File: src/rtl/scsi_sm_pkg.sv
// ============================================================================
//  Module   : scsi_sm_pkg
//  Purpose  : Shared types and constants for the SDMAC SCSI bus sequencer.
//             Provides the state encoding and the direction constants that
//             the CPU-interface and DMA logic use.
//  Revision : 1.0  initial release
// ============================================================================
`default_nettype none

package scsi_sm_pkg;

    // Sequencer states, 4-bit encoding
    typedef enum logic [3:0] {
        IDLE  = 4'd0,
        CR1   = 4'd1,
        CR2   = 4'd2,
        CR3   = 4'd3,
        CW1   = 4'd4,
        CW2   = 4'd5,
        CW3   = 4'd6,
        CDONE = 4'd7,
        DR1   = 4'd8,
        DR2   = 4'd9,
        DR3   = 4'd10,
        DW1   = 4'd11,
        DW2   = 4'd12,
        DW3   = 4'd13
    } state_t;

    // DMADIR encoding
    localparam logic DMADIR_S2F = 1'b0;   // SCSI -> FIFO
    localparam logic DMADIR_F2S = 1'b1;   // FIFO -> SCSI

    // RW encoding for CPU accesses
    localparam logic RW_READ    = 1'b1;
    localparam logic RW_WRITE   = 1'b0;

endpackage

`default_nettype wire

File: src/rtl/scsi_sm.sv
// ============================================================================
//  Module   : scsi_sm
//  Purpose  : SDMAC SCSI bus state machine. Sequences CPU register reads and
//             writes to the WD33C93 and single-byte DMA transfers between the
//             WD33C93 and the SDMAC FIFO. Moore machine: all strobes and
//             enables decode from the state register (DR3/DW3 additionally
//             qualify the longword-complete controls with BOEQ3).
//  Revision : 1.0  initial release
// ============================================================================
`default_nettype none

module scsi_sm
    import scsi_sm_pkg::*;
(
    input  logic CPUCLK,
    input  logic RESET_,
    input  logic nAS_,
    input  logic CPUREQ,
    input  logic RW,
    input  logic DMADIR,
    input  logic INCFIFO,
    input  logic DECFIFO,
    input  logic BOEQ3,
    input  logic DREQ_,
    input  logic FIFOFULL,
    input  logic FIFOEMPTY,
    output logic LS2CPU,
    output logic RDFIFO_o,
    output logic RIFIFO_o,
    output logic RE_o,
    output logic WE_o,
    output logic SCSI_CS_o,
    output logic DACK_o,
    output logic INCBO_o,
    output logic INCNO_o,
    output logic INCNI_o,
    output logic S2F_o,
    output logic F2S_o,
    output logic S2CPU_o,
    output logic CPU2S_o
);

    state_t state;
    state_t state_nxt;

    // The address strobe plays no part in sequencing; CPUREQ already
    // qualifies a CPU access upstream.
    logic unused_nas;
    assign unused_nas = nAS_;

    // A DMA byte may start only when the chip requests it and no FIFO count
    // update is still in flight.
    logic dma_ok;
    assign dma_ok = !DREQ_ && !INCFIFO && !DECFIFO;

    // State register; reset forces IDLE (and hence all-zero outputs) at once.
    always_ff @(posedge CPUCLK or negedge RESET_) begin
        if (!RESET_) begin
            state <= IDLE;
        end else begin
            state <= state_nxt;
        end
    end

    // Next-state logic: CPU requests win over DMA; RW/DMADIR only matter in IDLE.
    always_comb begin
        state_nxt = state;
        case (state)
            IDLE: begin
                if (CPUREQ) begin
                    state_nxt = (RW == RW_READ) ? CR1 : CW1;
                end else if (dma_ok) begin
                    if (DMADIR == DMADIR_S2F && !FIFOFULL) begin
                        state_nxt = DR1;
                    end else if (DMADIR == DMADIR_F2S && !FIFOEMPTY) begin
                        state_nxt = DW1;
                    end
                end
            end
            CR1:     state_nxt = CR2;
            CR2:     state_nxt = CR3;
            CR3:     state_nxt = CDONE;
            CW1:     state_nxt = CW2;
            CW2:     state_nxt = CW3;
            CW3:     state_nxt = CDONE;
            // Hold until the CPU drops its request so one request = one access
            CDONE:   state_nxt = CPUREQ ? CDONE : IDLE;
            DR1:     state_nxt = DR2;
            DR2:     state_nxt = DR3;
            DR3:     state_nxt = IDLE;
            DW1:     state_nxt = DW2;
            DW2:     state_nxt = DW3;
            DW3:     state_nxt = IDLE;
            default: state_nxt = IDLE;
        endcase
    end

    // Output decode from the current state.
    always_comb begin
        LS2CPU    = 1'b0;
        RDFIFO_o  = 1'b0;
        RIFIFO_o  = 1'b0;
        RE_o      = 1'b0;
        WE_o      = 1'b0;
        SCSI_CS_o = 1'b0;
        DACK_o    = 1'b0;
        INCBO_o   = 1'b0;
        INCNO_o   = 1'b0;
        INCNI_o   = 1'b0;
        S2F_o     = 1'b0;
        F2S_o     = 1'b0;
        S2CPU_o   = 1'b0;
        CPU2S_o   = 1'b0;
        case (state)
            CR1, CR2: begin
                SCSI_CS_o = 1'b1;
                RE_o      = 1'b1;
                S2CPU_o   = 1'b1;
            end
            CR3: begin
                SCSI_CS_o = 1'b1;
                RE_o      = 1'b1;
                S2CPU_o   = 1'b1;
                LS2CPU    = 1'b1;
            end
            CW1: begin
                // Data is driven one cycle ahead of the write strobe
                SCSI_CS_o = 1'b1;
                CPU2S_o   = 1'b1;
            end
            CW2, CW3: begin
                SCSI_CS_o = 1'b1;
                WE_o      = 1'b1;
                CPU2S_o   = 1'b1;
            end
            DR1, DR2: begin
                DACK_o    = 1'b1;
                RE_o      = 1'b1;
                S2F_o     = 1'b1;
            end
            DR3: begin
                // Fourth byte completes a longword: push it into the FIFO
                INCBO_o   = 1'b1;
                INCNI_o   = BOEQ3;
                RIFIFO_o  = BOEQ3;
            end
            DW1, DW2: begin
                DACK_o    = 1'b1;
                WE_o      = 1'b1;
                F2S_o     = 1'b1;
            end
            DW3: begin
                // Fourth byte drained a longword: pop it from the FIFO
                INCBO_o   = 1'b1;
                INCNO_o   = BOEQ3;
                RDFIFO_o  = BOEQ3;
            end
            default: begin
            end
        endcase
    end

endmodule

`default_nettype wire

File: config.mk
export PLATFORM = sky130hd
export DESIGN_NAME = scsi_sm
export DESIGN_NICKNAME = d
export VERILOG_FILES = /design/src/rtl/scsi_sm_pkg.sv /design/src/rtl/scsi_sm.sv
export SDC_FILE = /design/constraint.sdc
export NUM_CORES = 1
export LEC_CHECK = 0
export ABC_AREA = 1
export BUFFER_PORTS_ARGS = -buffer_cell sky130_fd_sc_hd__buf_4
export CAP_MARGIN = 20
export CORE_MARGIN = 4
export CORE_UTILIZATION = 30
export CTS_CLUSTER_SIZE = 20
export DETAILED_ROUTE_END_ITERATION = 10
export SLEW_MARGIN = 15
export SYNTH_ARGS = -nofsm -noshare
export SYNTH_HDL_FRONTEND = slang
export SYNTH_SLANG_ARGS = --single-unit
File: constraint.sdc
create_clock -name CPUCLK -period 2.35 [get_ports CPUCLK]
set_clock_uncertainty 0.2 [all_clocks]
set_input_delay 0.3525 -clock CPUCLK [delete_from_list [all_inputs] [get_ports CPUCLK]]
set_output_delay 0.3525 -clock CPUCLK [all_outputs]
set_load 0.005 [all_outputs]
==> metrics <==
Clock Root Buffer clkbuf_4; slew margin rel. 78.6%; outcome finished clean; Post-CTS Hold Buffers 1; P_leak about 0.4 nW; clk sink count 4; Power Density 1360 mW/mm^2; drt pass-1 iters 3; Cell variety after synth 20; layout cells sized above 1 39.6%; CTS Buf Count 3; Post-Route Setup TNS 0 ps; Tightest Hold Check Type input pin to asynchronous set/reset pin; fin. max-slew vios 0; Final GP Congestion 0.741; EDFF count, synth 0; Biggest register state; IO Port Bufs 24; Final Cell Area 681 um^2; worst vdd ir 577 uV; drt drc 0; Tcrit/Tclk final 80.4%; ranking of synthesized cells by area dfrtp_1 22%, nand2_1 15%, nor2_1 12%; final core occ 49.2%; largest net degree at the start of global routing 8; die area about 0.0022 mm^2; ANT cells 0; CP Launch Type flip-flop; Post-Syn Instances 80; Post-Syn Nets 92; Post-DP Area between 600 and 700 um^2; Antenna Nets Post-Route 0; Clock Latency Late Sink 240 ps; setup violators final 0; Longest Clk Path Bufs 2; max reg flops 4; Detailed Place HPWL 927 um; crit path kind flip-flop to output port; Seq/Total Area, Yosys between 20% and 30%; post-cts resize count 0; Synth warnings 0; vias in the first global route around 460; Yosys top cell area share 21.6%; slew at the pin closest to its max-slew limit 321 ps; Vias 543; Core Area 0.00138 mm^2; total gr overflow 0; drt wl/cell 8.88 um; Async SR Flop Fraction 100%; CP cell instances nor2_1, inv_1, nand2_2, o21ai_0, buf_4; Mean Syn Cell Area slightly below 6 um^2; biggest area consumer among synthesized cells dfrtp_1; Worst Hold Margin between 200 and 250 ps; DR vias/cell 4.49; CTS H-tree depth 1; Clock Pin Slew Worst Setup and Hold Paths 40 ps; maximum clock rate around 530 MHz; Area Growth Syn to Fin 46.6%; Cell Area, Synth 464 um^2; Final Critical Period about 1900 ps; Std-Cell Rows 13; Total Wirelength 1080 um; GRT Total Usage 11.4%; CP Capture Type output port; Worst Path Required 1800 ps; Die Span Y between 40 and 50 um; initial antenna violation count 0; slowest CP cell dfrtp_1; crit-path max cell delay around 440 ps; CP arrival 1340 ps; first-pass GRT wire length 1750 um; Regs by FF count state: 4 flops; Hold Vio Cnt, Final 0; Top Ports 26; DR iter-0 viols 3; Post-CTS Setup Inserts 0; ys flop type dfrtp_1; RSZ-0062 raised after global routing false; Final Total Pwr 0.000924 W; MaxCap Viol Count 0; die width between 40 and 50 um; Crit Path Max Fanout 7; final net count 120; CTS tree built; post-synthesis register bit count 4; Initial Util between 30% and 40%
-- report_power, final --
part | internal (W) | leakage (nW) | total [W] | switching [W]
Combinational | 0.000297 | 0.347 | 0.000659 | 0.000363
Sequential | 0.000109 | 0.0486 | 0.000178 | 0.0000696
Clock | 0.0000572 | 0.0138 | 0.0000862 | 0.0000290
Total | 0.000463 | 0.409 | 0.000924 | 0.000461
-- worst max-delay path: cells and delay by family, from the launching register on --
| family | cells | cell delay [ps] |
|---|---|---|
| flip-flops | 1 | 440 |
| buffers and inverters | 2 | 230 |
| AND/OR/NAND/NOR | 2 | 350 |
| AO/OA/AOI/OAI | 1 | 80 |
-- through the flow --
stage / cells / setup WS [ps]
after global placement: 117 / 714
after detailed placement: 117 / 716
after floorplan: 80 / 838
after CTS: 121 / 451
after global routing: 121 / 329
final: 121 / 461
-- synthesized netlist by cell type, types with 2 or more instances --
cell type,number
buf_4,2
dfrtp_1,4
inv_1,13
inv_2,2
nand2_1,19
nand2_2,4
nand3_1,3
nor2_1,15
nor2_2,2
o21ai_0,5
o21ai_1,2
-- cell families (layout without fill, tap and decap cells) --
| kind of cell | Yosys count | in the layout | share of synthesized area (%) |
|---|---|---|---|
| compound gates | 10 | 10 | 12.7 |
| simple gates | 49 | 49 | 50.4 |
| buf+inv | 17 | 43 | 15.4 |
| flops | 4 | 4 | 21.6 |
-- layout make-up --
class	count	area (um^2)
repair buffers	25	190
well taps	15	18.8
fillers	160	702
flip-flops and latches	4	100
multi-input cells	59	293
clock buffers	3	22.5
inverters	15	56.3
-- placed cells by master, fill, tap and decap left out --
master	instances
inv_2	2
clkbuf_4	3
nand3_2	1
nor2_2	2
dfrtp_1	4
nand2_1	19
nor3_1	1
o21ai_0	5
a21oi_2	1
or2_2	1
o21ai_2	1
nor2_1	15
nor3_2	1
nand2_4	1
o22ai_1	1
nand2_2	4
nor2_4	1
inv_1	13
nand3_1	3
o21ai_1	2
dlygate4sd3_1	1
buf_4	24
-- path summary, 6_finish.rpt --
kind,from,endpoint,slack [ps],depth (start not counted)
max in group asynchronous,RESET_,state[2]$_DFFE_PN0P_,1600,2
min reg2reg,state[0]$_DFFE_PN0P_,state[1]$_DFFE_PN0P_,500,4
max,state[1]$_DFFE_PN0P_,SCSI_CS_o,460,5
max reg2reg,state[3]$_DFFE_PN0P_,state[3]$_DFFE_PN0P_,920,6
min,RESET_,state[0]$_DFFE_PN0P_,250,2
min in group CPUCLK,CPUREQ,state[3]$_DFFE_PN0P_,250,4
-- routing by layer --
layer,routed length (um),up-vias,global-route usage [%],share of wire [%]
met4,17,0,6.63,1.6
met3,107,2,3.45,10
met2,476,20,18.2,44
met1,474,224,13.2,44
met5,0,-,0,0
li1,-,297,-,-
No activity file was read; power rests on OpenSTA's default activity.
